--- config.mk ---
export PLATFORM = sky130hd
export DESIGN_NAME = fetch_unit
export DESIGN_NICKNAME = d
export VERILOG_FILES = /design/src/rtl/fetch_unit.sv
export SDC_FILE = /design/constraint.sdc
export NUM_CORES = 1
export LEC_CHECK = 0
export CAP_MARGIN = 30
export CELL_PAD_IN_SITES_DETAIL_PLACEMENT = 1
export CELL_PAD_IN_SITES_GLOBAL_PLACEMENT = 2
export CORE_ASPECT_RATIO = 0.5
export CORE_MARGIN = 2
export CORE_UTILIZATION = 42
export DETAILED_ROUTE_END_ITERATION = 16
export DONT_BUFFER_PORTS = 1
export PLACE_DENSITY_LB_ADDON = 0.1
export SKIP_CTS_REPAIR_TIMING = 1
export SYNTH_ARGS = -nofsm -noshare
export SYNTH_HDL_FRONTEND = slang
export SYNTH_SLANG_ARGS = --single-unit
--- constraint.sdc ---
create_clock -name clk -period 6.1 [get_ports clk]
set_input_delay 1.22 -clock clk [delete_from_list [all_inputs] [get_ports clk]]
set_output_delay 1.22 -clock clk [all_outputs]
set_load 0.03 [all_outputs]
--- src/rtl/fetch_unit.sv ---
// Instruction-fetch front end: owns the fetch PC, issues synchronous imem reads,
// buffers {pc, inst} pairs in a small queue and hands them to ID with valid/ready.
module fetch_unit #(
   parameter logic [31:0] RESET_PC = 32'h0000_0000,
   parameter logic [31:0] PC_INC   = 32'd1,
   parameter int          DEPTH    = 2
) (
   input  logic        clk,
   input  logic        rst,
   output logic        imem_en,
   output logic [31:0] imem_addr,
   input  logic [31:0] imem_data,
   input  logic        redirect,
   input  logic [31:0] redirect_pc,
   input  logic        id_ready,
   output logic        id_valid,
   output logic [31:0] id_pc,
   output logic [31:0] id_inst
);
   localparam int PW = (DEPTH > 1) ? $clog2(DEPTH) : 1;
   localparam int CW = $clog2(DEPTH + 1);

   // Handshake: an entry transfers to ID in a cycle where id_valid && id_ready at the
   // rising edge; id_pc/id_inst are stable and meaningful only while id_valid is high.

   logic [31:0]   fetch_pc_q, fetch_pc_d;
   logic [31:0]   q_pc_q [DEPTH];
   logic [31:0]   q_pc_d [DEPTH];
   logic [31:0]   q_inst_q [DEPTH];
   logic [31:0]   q_inst_d [DEPTH];
   logic [PW-1:0] head_q, head_d, tail_q, tail_d;
   logic [CW-1:0] count_q, count_d;
   logic          inflight_q, inflight_d;
   logic [31:0]   inflight_pc_q, inflight_pc_d;
   logic          kill_q, kill_d;
   logic          pop, issue, write;
   logic [CW:0]   occupancy;

   function automatic logic [PW-1:0] ptr_inc(input logic [PW-1:0] p);
      return (p == PW'(DEPTH - 1)) ? '0 : p + 1'b1;
   endfunction

   always_comb begin
      id_valid  = (count_q != '0) & !redirect & !rst;
      id_pc     = q_pc_q[head_q];
      id_inst   = q_inst_q[head_q];
      pop       = id_valid & id_ready;
      // Credit: queued entries plus the outstanding response must leave room after this pop.
      occupancy = (CW+1)'(count_q) + (CW+1)'(inflight_q) - (CW+1)'(pop);
      issue     = !rst & !redirect & (occupancy < (CW+1)'(DEPTH));
      imem_en   = issue;
      imem_addr = fetch_pc_q;
      write     = inflight_q & !kill_q & !redirect;
   end

   always_comb begin
      fetch_pc_d    = fetch_pc_q;
      inflight_d    = issue;
      inflight_pc_d = issue ? fetch_pc_q : inflight_pc_q;
      kill_d        = kill_q & !inflight_q;
      q_pc_d        = q_pc_q;
      q_inst_d      = q_inst_q;
      head_d        = head_q;
      tail_d        = tail_q;
      count_d       = count_q;
      if (redirect) begin
         fetch_pc_d = redirect_pc;
         // A fetch issued alongside a redirect would be stale; issue is blocked, so this stays 0.
         kill_d     = issue;
         head_d     = '0;
         tail_d     = '0;
         count_d    = '0;
      end else begin
         if (issue) fetch_pc_d = fetch_pc_q + PC_INC;
         if (write) begin
            q_pc_d[tail_q]   = inflight_pc_q;
            q_inst_d[tail_q] = imem_data;
            tail_d           = ptr_inc(tail_q);
         end
         if (pop) head_d = ptr_inc(head_q);
         count_d = count_q + CW'(write) - CW'(pop);
      end
   end

   always_ff @(posedge clk) begin
      if (rst) begin
         fetch_pc_q    <= RESET_PC;
         head_q        <= '0;
         tail_q        <= '0;
         count_q       <= '0;
         inflight_q    <= 1'b0;
         inflight_pc_q <= '0;
         kill_q        <= 1'b0;
      end else begin
         fetch_pc_q    <= fetch_pc_d;
         head_q        <= head_d;
         tail_q        <= tail_d;
         count_q       <= count_d;
         inflight_q    <= inflight_d;
         inflight_pc_q <= inflight_pc_d;
         kill_q        <= kill_d;
      end
   end

   always_ff @(posedge clk) begin
      q_pc_q   <= q_pc_d;
      q_inst_q <= q_inst_d;
   end
endmodule

==> Flow_metrics.wiki <==
{| class="wikitable"
! Metric !! Value
|-
| Clock Root Buffer || clkbuf_16
|-
| DRC violation count after routing || 0
|-
| Area share of the leading cell type in the synthesized netlist || 0.483
|-
| Pre-CTS setup slack || 1.37 ns
|-
| Detail Route Antenna Nets || 0
|-
| Number of synthesized register bits || 198
|-
| Clock latency reported for the late side of the worst-skew pair || 0.44 ns
|-
| Total wire length after detailed routing || 19,200 um
|-
| Count of flip-flops with a built-in enable after synthesis || 128
|-
| Setup TNS || 0 ns
|-
| Status || complete, no violations
|-
| Final design area excluding fillers || 0.00881 mm2
|-
| Drt via density || 5.47
|-
| IO Pins || 166
|-
| IO Port Bufs || 0
|-
| Number of violations reported at the end of detailed-routing iteration 0 || 247
|-
| Library cell occupying the most area in the post-synthesis netlist || edfxtp_1
|-
| Power consumption || 2.79 mW
|-
| Sink count of the clock tree || 198
|-
| Required time of the critical path || 4.88 ns
|-
| Power density over cell area || 317 mW/mm2
|-
| Number of antenna violations at the first check in global routing || 0
|-
| Number of slew-limit violations in the final report || 0
|-
| N_diodes || 0
|-
| FFs w/ async S/R, synth || 0
|-
| Placed Cells incl. Taps || 848
|-
| Worst-case setup margin in the final layout || 1.45 ns
|-
| Total die area || 0.0201 mm2
|-
| Number of global-route vias before repair || 4,804
|-
| Post-route minimum period || 4.65 ns
|-
| Worst hold margin || 0.456 ns
|-
| Last weighted congestion value of the routability-driven placer || 0.740
|-
| Effective utilization at floorplan || 0.431
|-
| Detailed placer's ending HPWL || 12,600 um
|-
| Max-capacitance violation count || 0
|-
| Net count after synthesis || 693
|-
| Post-Synthesis Cells || 620
|-
| Setup Skew || 0.0113 ns
|-
| Fin. Hold Viols || 0
|-
| Final design utilization || 0.477
|-
| Static leakage || 2.88 nW
|-
| Area Overhead vs Synth || 10.6%
|-
| Via count of the routed design || 4,813
|-
| Total CTS buffers || 17
|-
| Synth Cell Area || 0.00796 mm2
|-
| Drt wl/cell || 21.9 um
|-
| Max Clock Freq || 0.215 GHz
|-
| Clock tree from TritonCTS || done
|-
| Clock-pin slew of the registers on the worst-case setup and hold paths || 0.08 ns
|-
| Largest cells by area after synthesis || edfxtp_1 (48%), dfxtp_1 (18%), mux2_2 (9.2%), nand2_1 (4.0%), a21oi_1 (3.3%)
|-
| Overall die width || 199 um
|-
| Synthesized area divided by synthesized cell count || 12.8 um2
|-
| Setup repair after global routing missed its margin || no
|-
| Startpoint of the most critical hold path || inflight_pc_q[3]
|-
| Most used flip-flop cell after synthesis || edfxtp_1
|-
| Instance area at placement || 0.00820 mm2
|-
| Total core area || 0.0185 mm2
|-
| Largest voltage drop on the vdd net || 0.000201 V
|-
| Final period utilization || 0.762
|-
| Buffer depth of the longest clock path || 2
|-
| Startpoint of the worst-slack reg-to-reg timing path || count_q[1]
|-
| Slew of the pin with the lowest slew margin || 0.920 ns
|-
| Slew Limit Headroom || 0.385
|-
| Critical Path AT || 3.43 ns
|-
| Startpoint type of the worst setup path || input port
|-
| Drt pass-1 iters || 4
|-
| Number of failing setup endpoints in the final timing report || 0
|-
| H-Tree Level Count || 4
|-
| Placement row count || 35
|-
| Overall global routing resource usage || 0.196
|-
| Wire length of the first global-routing pass || 29,300 um
|-
| Yosys cell types || 53
|-
| Worst Hold Class || flop to flop
|-
| Final #Nets || 681
|-
| Die Y || 101 um
|-
| Yosys warns || 0
|-
| Worst setup path class || input port to output port
|-
| Fraction of final layout cells sized beyond drive strength 1 || 0.187
|-
| CP Max Fanout || 54
|-
| Overflow left after global routing || 0
|-
| Critical Path Source || redirect
|-
| Proportion of synthesized chip area in sequential cells || 0.659
|-
| Type of element capturing the critical path || output port
|-
| Finished Layout Cells || 880
|-
| Maximum number of pins on one net before global-route repair || 70
|}
[layout by cell type (no fill, tap or decap), types with 3 or more instances in the layout]
cell type | Yosys | layout
a21oi_1 | 53 | 53
a22oi_1 | 8 | 8
a31oi_1 | 8 | 8
a32oi_1 | 3 | 3
and3_1 | 5 | 5
buf_4 | 0 | 5
clkbuf_16 | 0 | 17
clkinv_8 | 0 | 4
dfxtp_1 | 70 | 69
edfxtp_1 | 128 | 128
ha_1 | 4 | 4
inv_1 | 7 | 7
inv_12 | 0 | 3
inv_6 | 0 | 3
inv_8 | 0 | 3
mux2_1 | 3 | 3
mux2_2 | 65 | 65
nand2_1 | 84 | 84
nand2b_1 | 4 | 4
nand3_1 | 9 | 9
nand3b_1 | 5 | 5
nand4_1 | 18 | 18
nor2_1 | 21 | 20
nor2b_1 | 7 | 7
nor3_1 | 11 | 11
o21ai_0 | 12 | 12
o22ai_1 | 8 | 8
xnor2_1 | 4 | 4
xor2_1 | 9 | 9
[cells in the mapped netlist (all sizes together) (9+ instances only)]
library cell / n
buf: 9
clkbuf: 28
nand2: 84
mux2: 68
nand3: 11
nor3: 13
nor2: 22
a21oi: 53
xor2: 9
edfxtp: 128
dfxtp: 70
o21ai: 12
nand4: 19
[kinds of logic (layout without fill, tap and decap cells)]
kind of cell / Yosys count / in the layout / share of synthesized area
DFF: 198 / 198 / 0.659
adders and majority gates: 5 / 5 / 0.00880
muxes: 69 / 69 / 0.0974
AOI/OAI and AO/OA: 103 / 103 / 0.0757
and+or+nand+nor: 187 / 187 / 0.122
buffers and inverters: 45 / 46 / 0.0228
xor gates and xnor gates: 13 / 13 / 0.0143
[critical path, stage by stage]
cell and delay, ns:
nor2_8 0.13, o21a_1 0.35, and2_1 0.26, ha_1 0.24, nand2b_1 0.15, fa_1 0.37, xnor2_1 0.18, nand3_2 0.14
inv_2 0.36
[per-layer routing]
layer / global-route usage / routed length, um / share of wire
met5: 0 / 0 / 0
met4: 0.0465 / 156 / 0.0081
met3: 0.0626 / 1200 / 0.062
met2: 0.286 / 8390 / 0.44
met1: 0.285 / 9490 / 0.49
[report_power, final]
group	leakage, nW	internal, mW	switching, mW
logic	0.798	0.0389	0.0814
clock network	0.299	0.565	0.581
registers	1.79	1.46	0.0702
[sequential cells by signal, indices dropped and copies added (netlist names)]
name           flops
imem_addr         32
count_q            2
inflight_q         1
q_inst_q          64
q_pc_q            64
tail_q             1
kill_q             1
head_q             1
inflight_pc_q     32
[area by class of cell]
| class | count | area, um2 |
|---|---|---|
| fill | 1906 | 9670 |
| sequential | 198 | 5250 |
| multi-input combinational | 377 | 2550 |
| clock buffer | 17 | 425 |
| tap | 259 | 324 |
| clock inverter | 15 | 188 |
| timing repair buffer | 6 | 48.8 |
| inverter | 8 | 30.0 |
[final timing paths]
path / end / slack, ns / cells after the start
max: imem_en / 1.45 / 9
min: q_pc_q[35] / 0.46 / 0
max reg2reg: imem_addr[18] / 2.28 / 12
min reg2reg: q_pc_q[35] / 0.46 / 0
Note: power is estimated with default switching activity, not from simulation.
